==> src/rtl/hilo_bypass_file_pkg.sv <==
// Shared types and sizing helpers for the HI/LO bypass file.
package hilo_bypass_file_pkg;

    localparam int HILO_DATA_W   = 32;
    localparam int HILO_MAX_PEND = 3;

    // Commit-stage write to the architectural pair; sized to the architectural width.
    typedef struct packed {
        logic                   valid_hi;
        logic                   valid_lo;
        logic [HILO_DATA_W-1:0] hi;
        logic [HILO_DATA_W-1:0] lo;
    } write_hilo_t;

    function automatic int pend_cnt_w(input int max_pend);
        return (max_pend < 1) ? 1 : $clog2(max_pend + 1);
    endfunction

endpackage

==> src/rtl/hilo_bypass_file_chk.sv <==
// Protocol checks for the HI/LO bypass file (issue-side back-pressure).
module hilo_bypass_file_chk (
    input logic clk,
    input logic resetn,
    input logic md_issue,
    input logic md_done,
    input logic flush,
    input logic md_full
);

    // A launch while full would be dropped; only a same-cycle retire or flush makes room.
    assert property (@(posedge clk) disable iff (!resetn)
        !(md_issue && md_full && !md_done && !flush))
        else $error("hilo_bypass_file: md_issue asserted while md_full");

endmodule

==> src/rtl/hilo_fwd_mux.sv <==
// One HI or LO half: lowest-index valid source wins, then the commit value, then the register.
module hilo_fwd_mux #(
    parameter int NUM_SRC = 6,
    parameter int DATA_W  = 32
) (
    input  logic [NUM_SRC-1:0]             src_valid_i,
    input  logic [NUM_SRC-1:0][DATA_W-1:0] src_data_i,
    input  logic                           wb_valid_i,
    input  logic [DATA_W-1:0]              wb_data_i,
    input  logic [DATA_W-1:0]              reg_data_i,
    output logic [DATA_W-1:0]              data_o
);

    logic              found_s;
    logic [DATA_W-1:0] src_sel_s;

    // Priority search over forward sources, with commit/register fallback.
    always_comb begin
        found_s   = 1'b0;
        src_sel_s = '0;
        for (int i = 0; i < NUM_SRC; i++) begin
            if (!found_s && src_valid_i[i]) begin
                found_s   = 1'b1;
                src_sel_s = src_data_i[i];
            end else begin
                found_s   = found_s;
            end
        end
        if (found_s) begin
            data_o = src_sel_s;
        end else if (wb_valid_i) begin
            data_o = wb_data_i;
        end else begin
            data_o = reg_data_i;
        end
    end

endmodule

==> src/rtl/hilo_bypass_file.sv <==
// HI/LO register pair with multi-source forwarding and mult/div pending tracking.
// Optional madd/msub commit path is enabled by defining HILO_ACC_EN.
module hilo_bypass_file
    import hilo_bypass_file_pkg::*;
#(
    parameter int NUM_SRC  = 6,
    parameter int NUM_READ = 2,
    parameter int DATA_W   = HILO_DATA_W,
    parameter int MAX_PEND = HILO_MAX_PEND
) (
    input  logic                              clk,
    input  logic                              resetn,
    input  logic [NUM_SRC-1:0]                src_valid_hi,
    input  logic [NUM_SRC-1:0]                src_valid_lo,
    input  logic [NUM_SRC-1:0][DATA_W-1:0]    src_hi,
    input  logic [NUM_SRC-1:0][DATA_W-1:0]    src_lo,
    input  logic                              wb_valid_hi,
    input  logic                              wb_valid_lo,
    input  logic [DATA_W-1:0]                 wb_hi,
    input  logic [DATA_W-1:0]                 wb_lo,
`ifdef HILO_ACC_EN
    input  logic                              acc_valid,
    input  logic                              acc_sub,
    input  logic [2*DATA_W-1:0]               acc_val,
`endif
    input  logic                              md_issue,
    input  logic                              md_done,
    input  logic                              flush,
    input  logic [NUM_READ-1:0]               rd_req,
    output logic [NUM_READ-1:0][DATA_W-1:0]   rd_hi,
    output logic [NUM_READ-1:0][DATA_W-1:0]   rd_lo,
    output logic                              rd_stall,
    output logic                              md_full,
    output logic [pend_cnt_w(MAX_PEND)-1:0]   pend_cnt
);

    localparam int                PEND_W   = pend_cnt_w(MAX_PEND);
    localparam logic [PEND_W-1:0] PEND_MAX = PEND_W'(MAX_PEND);

    write_hilo_t       commit_s;
    logic [DATA_W-1:0] hi_q, lo_q;
    logic [DATA_W-1:0] fwd_hi_s, fwd_lo_s;
    logic [PEND_W-1:0] pend_q, pend_d;
    logic              full_q;
`ifdef HILO_ACC_EN
    logic [2*DATA_W-1:0] acc_sum_s;
`endif

    // Resolve the commit-stage write; an accumulate overrides plain writes.
    always_comb begin
        commit_s = '0;
`ifdef HILO_ACC_EN
        if (acc_sub) begin
            acc_sum_s = {hi_q, lo_q} - acc_val;
        end else begin
            acc_sum_s = {hi_q, lo_q} + acc_val;
        end
        if (acc_valid) begin
            commit_s.valid_hi = 1'b1;
            commit_s.valid_lo = 1'b1;
            commit_s.hi       = acc_sum_s[2*DATA_W-1:DATA_W];
            commit_s.lo       = acc_sum_s[DATA_W-1:0];
        end else begin
            commit_s.valid_hi = wb_valid_hi;
            commit_s.valid_lo = wb_valid_lo;
            commit_s.hi       = wb_hi;
            commit_s.lo       = wb_lo;
        end
`else
        commit_s.valid_hi = wb_valid_hi;
        commit_s.valid_lo = wb_valid_lo;
        commit_s.hi       = wb_hi;
        commit_s.lo       = wb_lo;
`endif
    end

    // Architectural HI/LO registers; each half commits independently.
    always_ff @(posedge clk or negedge resetn) begin
        if (!resetn) begin
            hi_q <= '0;
            lo_q <= '0;
        end else begin
            if (commit_s.valid_hi) hi_q <= commit_s.hi;
            if (commit_s.valid_lo) lo_q <= commit_s.lo;
        end
    end

    hilo_fwd_mux #(.NUM_SRC(NUM_SRC), .DATA_W(DATA_W)) u_fwd_hi (
        .src_valid_i (src_valid_hi),
        .src_data_i  (src_hi),
        .wb_valid_i  (commit_s.valid_hi),
        .wb_data_i   (commit_s.hi),
        .reg_data_i  (hi_q),
        .data_o      (fwd_hi_s)
    );

    hilo_fwd_mux #(.NUM_SRC(NUM_SRC), .DATA_W(DATA_W)) u_fwd_lo (
        .src_valid_i (src_valid_lo),
        .src_data_i  (src_lo),
        .wb_valid_i  (commit_s.valid_lo),
        .wb_data_i   (commit_s.lo),
        .reg_data_i  (lo_q),
        .data_o      (fwd_lo_s)
    );

    for (genvar g = 0; g < NUM_READ; g++) begin : g_rd
        assign rd_hi[g] = fwd_hi_s;
        assign rd_lo[g] = fwd_lo_s;
    end

    // Pending mult/div count: a flush restarts from the flush-cycle issue only.
    always_comb begin
        pend_d = pend_q;
        if (flush) begin
            pend_d = {{(PEND_W-1){1'b0}}, md_issue};
        end else if (md_issue && !md_done) begin
            if (pend_q == PEND_MAX) begin
                pend_d = pend_q;
            end else begin
                pend_d = pend_q + {{(PEND_W-1){1'b0}}, 1'b1};
            end
        end else if (md_done && !md_issue) begin
            if (pend_q == '0) begin
                pend_d = pend_q;
            end else begin
                pend_d = pend_q - {{(PEND_W-1){1'b0}}, 1'b1};
            end
        end else begin
            pend_d = pend_q;
        end
    end

    // Pending count and full flag registers.
    always_ff @(posedge clk or negedge resetn) begin
        if (!resetn) begin
            pend_q <= '0;
            full_q <= 1'b0;
        end else begin
            pend_q <= pend_d;
            full_q <= (pend_d == PEND_MAX);
        end
    end

    // Stall is based on the registered count, so a same-cycle retire still holds decode once.
    assign rd_stall = (|rd_req) && (pend_q != '0);
    assign md_full  = full_q;
    assign pend_cnt = pend_q;

    hilo_bypass_file_chk u_chk (
        .clk      (clk),
        .resetn   (resetn),
        .md_issue (md_issue),
        .md_done  (md_done),
        .flush    (flush),
        .md_full  (md_full)
    );

endmodule
==> config.mk <==
export PLATFORM = sky130hd
export DESIGN_NAME = hilo_bypass_file
export DESIGN_NICKNAME = d
export VERILOG_FILES = /design/src/rtl/hilo_bypass_file_pkg.sv /design/src/rtl/hilo_bypass_file_chk.sv /design/src/rtl/hilo_fwd_mux.sv /design/src/rtl/hilo_bypass_file.sv
export SDC_FILE = /design/constraint.sdc
export NUM_CORES = 1
export LEC_CHECK = 0
export ABC_AREA = 1
export CAP_MARGIN = 30
export CORE_AREA = 10 10 226 228
export CTS_BUF_LIST = sky130_fd_sc_hd__clkbuf_8
export DETAILED_ROUTE_END_ITERATION = 16
export DIE_AREA = 0 0 236 238
export PLACE_DENSITY = 0.48
export SETUP_SLACK_MARGIN = 0.5
export SLEW_MARGIN = 20
export SYNTH_ARGS = -nofsm -noshare
export SYNTH_HDL_FRONTEND = slang
export SYNTH_SLANG_ARGS = --single-unit
==> constraint.sdc <==
create_clock -name clk -period 4.15 [get_ports clk]
set_clock_uncertainty 0.15 [all_clocks]
set_input_delay 0.83 -clock clk [delete_from_list [all_inputs] [get_ports clk]]
set_output_delay 0.83 -clock clk [all_outputs]
set_load 0.02 [all_outputs]
# Word level (Yosys, flattened, before mapping)
# Index checks and enable logic that the tools add are counted.
# word_totals
mem_bits_ro	0
reg_bits	67
n_memories	0
mem_bits_rw	0
wordCells	69
in_bits	469
output_inout_bits	132
latch_bits	0
# classes
bitwise	0
mul	0
n_lt_le_gt_ge	0
mux	33
add_sub_neg	2
div_mod_pow	0
reduce_logical	28
shift	0
n_eq_ne	2
# ops
operator	count
two-way mux 32 bit	16
logical AND 1 bit	13
zero test 1 bit	12
two-way mux 1 bit	12
two-way mux 2 bit	5
== test 2 bit (second input constant)	2
adder 2 x 1 -> 2 bit (second input constant)	1
zero test 2 bit	1
nonzero test 2 bit	1
OR reduction 2 bit	1
subtractor 2 x 1 -> 2 bit (second input constant)	1

# Logic depth before layout (Yosys ltp)
# depth
depth_word	17
mapped_depth	10
mapped_depth_nobuf	7

# Hierarchy
# A second synthesis with hierarchy kept.
# hier_totals
cells_unflattened	1233
area_unflattened_um2	8140.3
# by_module_without_submodules
mod	seq_area_each_um2	n_inst	area_per_inst_um2	cells_each
hilo_fwd_mux	0.0	2	2393.5	502
hilo_bypass_file	1676.6	1	3353.2	229

# Worst setup path before layout
# OpenSTA, ideal clock, no wires.
# synth_timing
kind	input-to-output
from	input wb_valid_hi
to	output rd_hi[45] (netlist name)
t_required_ns	3.170
path_slack_ns	1.143
path_stages	6
arrival_ns	2.027
n_path_buf	3
cell_sequence	clkbuf_1 buf_4 mux2_2 nand2_1 nand3_1 buf_4
# synth_lines
element	line	text
from (decl)	hilo_bypass_file.sv:17	input logic wb_valid_hi,
to (decl)	hilo_bypass_file.sv:30	output logic [NUM_READ-1:0][DATA_W-1:0] rd_hi,

==> results_dict.tcl <==
set metrics [dict create \
    hold_violations 0 \
    critical_path_class "input pin to output port" \
    fin_worst_hold_slack_ps 344 \
    met1_usage_pct 18.9 \
    layout_commonest_cell "clkdlybuf4s50_1" \
    peakVddDrop_mv 0.0996 \
    area_growth_pct 89.8 \
    cts_tree "yes" \
    slew_violations 0 \
    synth_cell_types 26 \
    htreeDepth 3 \
    yosysSeqAreaShare_pct 23.2 \
    swShare_pct 36.5 \
    hp-class "register to register" \
    drv_cap 0 \
    p_seq_share_pct 27.2 \
    syn-num-nets 1608 \
    syn-cell-area_um2 7210 \
    avgRoutedWirePerCell_um 21.5 \
    yosys_warnings 0 \
    critPathArrivalTime_ps 2580 \
    power.density_nw_per_um2 196 \
    cts_hold_buffers 0 \
    yosysTopAreaCell "dfrtp_1" \
    grt_max_degree 58 \
    num_vias 9782 \
    tightestPinTransition_ps 787 \
    grt_pass1_wl_mm 69.8 \
    p_switching_mw 0.982 \
    track_usage_pct 16.6 \
    syn_inst 1139 \
    crit_buf_inv 5 \
    clockBufferDepth 2 \
    gp_congestion 0.926 \
    final_core_util_pct 29.5 \
    start_util_pct 15.6 \
    ys_top_cells_by_area "dfrtp_1, nand3_1, nand2_1" \
    ys.flop_type "dfrtp_1" \
    use_met3_pct 4.98 \
    synth_area_per_cell_um2 6.33 \
    clock_latency_ps 390 \
    min_period_ps 3560 \
    rsz0062_at_grt "true" \
    cts_buffers 9 \
    core-area_um2 46400 \
    cellLeakagePower_nw 6.06 \
    io_pins 601 \
    period_share_pct 85.9 \
    die_w_um 236 \
    dr.pass1.iters 5 \
    row_count 79 \
    remaining_drc_errors 0 \
    via_per_inst 4.28 \
    worst-path-max-fanout 9 \
    max_freq_ghz 0.281 \
    startpoint_type "input pin" \
    antenna_found_initial 10 \
    grt_pass1_vias 10204 \
    worstPathCellList "clkdlybuf4s50_1, clkinv_2, buf_4, nor3_4, buf_4, a21oi_1, nand3_1, dlygate4sd2_1" \
    drtIter0Drc 577 \
    globalRoute.totalOverflow 0 \
    synth_edf_count 0 \
    use_met2_pct 29.9 \
    status "finished clean" \
    dieArea_um2 56200 \
    hpwl_mm 42.2 \
    pwr-share-clk_pct 21.7 \
    cts-root-buf "clkbuf_8" \
    ys_seq_elements 67 \
    setup_violations 0 \
    yosysTopAreaCellShare_pct 23.2 \
    fp.dieH_um 238 \
    nets 2134 \
    top_usage_layer "met2" \
    io_buffer_count 600 \
    path_clk_slew_ps 70 \
    synthArstFlopShare_pct 100 \
    combPwrFrac_pct 51.1 \
    ant_nets 0 \
    drt-total-wl_mm 49.1 \
    path_common_cell "buf_4" \
    slowest_stage "clkdlybuf4s50_1" \
    relSlewSlack_pct 47.5 \
    cpLargestDelayFamily "buffers and inverters" \
    cp_slowest_stage_delay_ps 500 \
    crit_required_ps 3170 \
    drive_gt1_share_pct 13.0 \
    cp-end-kind "output port" \
    final_cell_mix "clkdlybuf4s50_1, nand3_1, nand2_1" \
    cts_sinks 67 \
    p_int_mw 1.71 \
]
path summary, 6_finish.rpt:
path                                  from        to  slack, ps  cells past startpoint
max reg2reg                    pend_cnt[1]   md_full       3050                      4
min reg2reg                       hi_q[10]  hi_q[10]        340                      1
min                               hi_q[10]  hi_q[10]        340                      1
max                        src_valid_hi[2]  rd_hi[4]        590                      8
min in group asynchronous           resetn  hi_q[20]        350                      1
max in group asynchronous           resetn  hi_q[12]       2760                      2
metrics by stage:
step / setup TNS (ps) / power (mW) / area, um^2 / std cells / setup WS (ps)
2_1_floorplan: 0 / 1.38 / 7210 / 1139 / 1140
3_3_place_gp: -2.66 / 2.20 / 13600 / 2250 / -2.45
3_5_place_dp: -710 / 2.20 / 13600 / 2250 / -77.6
4_1_cts: 0 / 2.74 / 13700 / 2277 / 510
5_1_grt: 0 / 2.87 / 13700 / 2284 / 484
6_report: 0 / 2.69 / 13700 / 2285 / 586
Yosys cell counts (3+ instances only):
cell type / count
a21oi_1: 32
buf_1: 4
buf_2: 32
buf_4: 82
buf_6: 6
clkbuf_1: 21
dfrtp_1: 67
inv_1: 105
inv_2: 5
mux2_1: 10
mux2_2: 54
nand2_1: 216
nand3_1: 276
nand4_1: 48
nor2_1: 150
nor2_4: 3
o21ai_0: 16
cell families after synthesis:
kind of cell | after synthesis | synth area share [%]
muxes | 64 | 9.99
AOI/OAI and AO/OA | 49 | 3.43
DFF | 67 | 23.2
buffers and inverters | 258 | 18.9
and+or+nand+nor | 701 | 44.4
routing by layer:
layer / routed length, um / part of all wire, % / vias up
li1: - / - / 4747
met1: 19200 / 39 / 4666
met2: 25800 / 53 / 314
met3: 3170 / 6.5 / 47
met4: 774 / 1.6 / 8
met5: 49 / 0.10 / -
power by group through the flow:
stage | Combinational (mW) | Sequential [mW] | Clock [mW]
2_1_floorplan | 0.641 | 0.741 | 0
3_3_place_gp | 1.46 | 0.742 | 0
3_5_place_dp | 1.46 | 0.744 | 0
4_1_cts | 1.39 | 0.731 | 0.619
5_1_grt | 1.48 | 0.738 | 0.652
6_report | 1.37 | 0.731 | 0.584
state kept, by name, summed over array words and instances (netlist names):
name	cells
md_full	1
pend_cnt	2
hi_q	32
lo_q	32
timing repair:
action / in CTS / in global routing
gates cloned: 1 / 0
setup buffers: 10 / 0
setup endpoints to repair: 128 / 57
resized for setup: 233 / 72
pin swaps: 5 / 0
final cells by class:
class,instances,area [um^2]
multi-input cells,815,4230
well taps,607,759
clock buffers,10,138
clock inverters,6,57.6
flip-flops and latches,67,1680
fillers,5183,32700
inverters,113,432
repair buffers,659,6370
diodes,8,20.0
Note: power is estimated with default switching activity, not from simulation.
==> variant 1 (same flow settings) <==
Set the parameter `NUM_READ` to 1 (it was 2).
--- a/src/rtl/hilo_bypass_file.sv
+++ b/src/rtl/hilo_bypass_file.sv
@@ -4,7 +4,7 @@
     import hilo_bypass_file_pkg::*;
 #(
     parameter int NUM_SRC  = 6,
-    parameter int NUM_READ = 2,
+    parameter int NUM_READ = 1,
     parameter int DATA_W   = HILO_DATA_W,
     parameter int MAX_PEND = HILO_MAX_PEND
 ) (
Interface: changed (resized rd_hi, rd_lo and rd_req); port bits go from 601 to 536. The function was not compared with the original's and may differ.
==> variant 1 against the original RTL <==
Routed wire length down 5.0%; highest routed layer unchanged; setup slack worse by 6.8 ps; area after synthesis down 9.2%; core utilization down 1.7 points; final area down 5.7%; sequential share of layout area up 0.74 points; sequential cell count unchanged; total power down 6.9%.
==> variant 1: results (changes against the original RTL) <==
| Metric | Value |
|---|---|
| Gpl congestion | 0.892 (-3.7%) |
| Post-synth top cells | nand3_1 (240), nand2_1 (225), nor2_1 (162), inv_1 (85), dfrtp_1 (67) |
| Critical Path AT | 2590 ps (about the same) |
| Placement Cell Area | 12700 um^2 (-6.0%) |
| Number of vias per cell | 4.27 (-0.17%) |
| Worst Hold Margin | 222 ps (-122 ps) |
| Synth warn | 0 (unchanged) |
| First-pass GRT wire length | 66900 um (-4.2%) |
| H-tree depth | 3 (unchanged) |
| Vias in the first global route | 9847 (-3.5%) |
| CTS Buf Count | 9 (unchanged) |
| CTS root buf | clkbuf_8 |
| I/O Buffers | 535 (-11%) |
| Seq/Total Area, Yosys | 25.6% (+2.4 points) |
| Largest net degree at the start of global routing | 41 (-29%) |
| DRT Pass-1 Iters | 4 (-1) |
| Clock Path Buffers | 2 (unchanged) |
| DP Wirelength | 39700 um (-5.8%) |
| Mapped Cells | 1060 (-6.9%) |
| Syn Nets | 1528 (-5.0%) |
| DP Worst Slack | 73.9 ps (+152 ps) |
| Ant. Diodes | 0 (-8) |
| Pleak | 5.62 nW (-7.2%) |
| Crit-path max FO | 20 (+11) |
| R2R Setup Slk | 2990 ps (-60 ps) |
| Hold Crit Class | in -> async |
| Peak supply drop | 0.160 mV (+60%) |
| Async S/R FF share, synth | 100% (unchanged) |
| Post-synthesis cell type count | 23 (-12%) |
| Nets | 2038 (-4.5%) |
| Layout cells sized above 1 | 9.08% (-3.9 points) |
| Top cells by area, synth | dfrtp_1 (26%), nand3_1 (18%), nand2_1 (13%) |
| Worst-Margin Slew | 475 ps (-312 ps) |
| Status | finished clean |
| Global Route Usage Sum | 15.8% (-0.73 points) |
| Initial antenna violation count | 7 (-3) |
| Iteration-0 DRC Markers | 397 (-31%) |
| Detailed Route WL | 46600 um (-5.0%) |
| Layout Cells excl Fill | 2182 (-4.5%) |
| Worst-path clk slew | 90 ps (+20 ps) |
| FF-to-FF path depth | 4 (unchanged) |
## variant 1: repair_timing
action	in CTS	in global routing
pin swaps	1	1
setup endpoints to repair	62	19
buffers inserted	1	0
resized for setup	72	23
## variant 1: logic make-up (layout without fill, tap and decap cells)
family	after synthesis	in the layout	synth area share, %
muxes	64	64	11.0
DFF	67	67	25.6
buffers and inverters	170	685	11.0
AOI/OAI and AO/OA	84	84	6.42
and+or+nand+nor	675	675	46.0
## variant 1: critical path: stages
cell and delay, ps:
clkdlybuf4s50_1 560, clkinv_1 130, nand4_1 180, buf_12 200, nor2_1 60, nor2_2 170, nand3_1 90, clkdlybuf4s15_1 350
## variant 1: where the power goes
group          switching, mW  internal [mW]  leakage [nW]
clock                  0.298          0.294        0.0987
sequential            0.0158          0.716         0.787
combinational          0.539          0.640          4.74
## variant 1: metal layers
layer | vias to the layer above | part of all wire (%) | track usage, %
li1 | 4529 | - | -
met1 | 4320 | 40 | 17.6
met2 | 394 | 48 | 26.9
met3 | 68 | 9.3 | 6.35
met4 | 14 | 3.2 | 5.75
met5 | - | 0.18 | 0
## variant 1: how the worst max path moves through the flow
stage                endpoint  cells after the start  slack [ps]       startpoint
detailed placement  rd_hi[24]                      8          70  src_valid_hi[1]
finish              rd_lo[31]                      8         580  src_valid_lo[3]
global placement    rd_hi[24]                      8         100  src_valid_hi[1]
global route         rd_lo[5]                      8         490  src_valid_lo[3]
CTS                  rd_lo[7]                      8         350  src_valid_lo[2]
floorplan           rd_hi[15]                      7        1330  src_valid_hi[4]
## variant 1: cell type report
class / instances / area (um^2)
clock inverters: 6 / 63.8
inverters: 89 / 337
repair buffers: 580 / 5770
fillers: 5111 / 33400
clock buffers: 10 / 138
flip-flops and latches: 67 / 1680
multi-input cells: 823 / 4170
well taps: 607 / 759
==> variant 2 (config.mk and constraints unchanged) <==
Made on the original files. Put one more register stage on the output `pend_cnt`, with the module's reset. The value now appears one clock later. The other outputs are not delayed to match.
--- a/src/rtl/hilo_bypass_file.sv
+++ b/src/rtl/hilo_bypass_file.sv
@@ -144,7 +144,13 @@
     // Stall is based on the registered count, so a same-cycle retire still holds decode once.
     assign rd_stall = (|rd_req) && (pend_q != '0);
     assign md_full  = full_q;
-    assign pend_cnt = pend_q;
+    always_ff @(posedge clk or negedge resetn) begin
+        if (!resetn) begin
+            pend_cnt <= '0;
+        end else begin
+            pend_cnt <= pend_q;
+        end
+    end
 
     hilo_bypass_file_chk u_chk (
         .clk      (clk),
Behaviour: not the same (a bounded check fails within 4 cycles, from zero or initial values and one cycle with resetn low).
==> variant 2 against the original RTL <==
Routed wire length shrank 0.90%; final area is 0.79% higher; synthesized cell count up 0.18%; area after synthesis increased by 0.69%; total power fell by 1.5%; setup slack lost 20 ps; sequential cell count is 2 higher; largest power group unchanged.
==> variant 2: results (changes against the original RTL) <==
| Metric | Value |
|---|---|
| Top cells by area, synth | dfrtp_1 (24%), nand3_1 (19%), nand2_1 (11%) |
| Detailed Route WL | 48600 um (-0.90%) |
| Peak supply drop | 0.109 mV (+9.9%) |
| DP Worst Slack | 27.3 ps (+105 ps) |
| Placement Cell Area | 13600 um^2 (+0.61%) |
| Placed Cells | 2252 (+0.089%) |
| Routed wire per std cell | 21.3 um (-0.81%) |
| R2R Path End | pend_q[1]$_DFF_PN0_ |
| CP peak stage delay | 520 ps (+20 ps) |
| Met2 usage in global routing | 29.9% (about the same) |
| Status | finished clean |
| First-pass GRT wire length | 69400 um (-0.56%) |
| Post-synthesis mux area share | 9.92% (-0.069 points) |
| Iteration-0 DRC Markers | 478 (-17%) |
| Post-route setup slack | 566 ps (-20.2 ps) |
| Routed met1 length | 19300 um (+0.15%) |
| Global Route Usage Sum | 16.3% (-0.25 points) |
| Number of setup buffers added after CTS | 6 (-4) |
| Vias in the first global route | 10.2k (+0.14%) |
| Clk Latency, worst-skew pair | 390 ps (about the same) |
| GR Util met3 | 4.46% (-0.52 points) |
| Routed via count | 9732 (-0.51%) |
| Synth Area in Compound Gates | 3.41% (-0.024 points) |
| Crit path to | rd_hi[20] |
| Worst r2r src | pend_q[1]$_DFF_PN0_ |
| Seq/Total Area, Yosys | 23.8% (+0.53 points) |
| Critical Path AT | 2600 ps (+20 ps) |
| Layout cells sized above 1 | 11.6% (-1.4 points) |
| DRT Pass-1 Iters | 5 (unchanged) |
| Met3 routed WL | 2850 um (-10%) |
| Worst-Margin Slew | 521 ps (-266 ps) |
| Internal | 1.66 mW (-2.7%) |
| Nets | 2136 (+0.094%) |
| R2R Setup Slk | 3020 ps (-30 ps) |
| Pleak | 6.18 nW (+2.0%) |
| DP Wirelength | 41300 um (-2.0%) |
| Hold Crit Class | in -> async |
| Mapped Avg Cell Area | 6.37 um^2 (+0.52%) |
| Routed met2 length | 25900 um (+0.35%) |
| Gpl congestion | 0.897 (-3.1%) |
| Syn Nets | 1610 (+0.12%) |
| Resize count post-CTS | 188 (-19%) |
| Largest net degree at the start of global routing | 41 (-29%) |
-- variant 2: cell count changes after synthesis --
cell	unedited run	this run
dfrtp_1	67	69
-- variant 2: power groups by stage --
stage               logic [mW]  registers, mW  clock network [mW]
global placement          1.46          0.764                   0
floorplan                0.641          0.763                   0
finish                    1.38          0.751               0.517
detailed placement        1.46          0.766                   0
CTS                       1.39          0.752               0.566
global route              1.49          0.760               0.596
-- variant 2: area by class of cell --
class	count	area share [%]
sequential	69	12.5
clock inverter	7	0.317
clock buffer	9	0.898
timing repair inverter	1	0.0363
multi-input combinational	814	30.6
inverter	113	3.15
timing repair buffer	659	46.9
antenna	4	0.0725
tap	607	5.50
-- variant 2: per-stage QoR --
stage	hold WS [ps]	utilization (%)
after floorplan	246	-
after global placement	273	29.4
after detailed placement	278	29.4
after CTS	216	29.7
after global routing	243	29.8
final	240	29.8
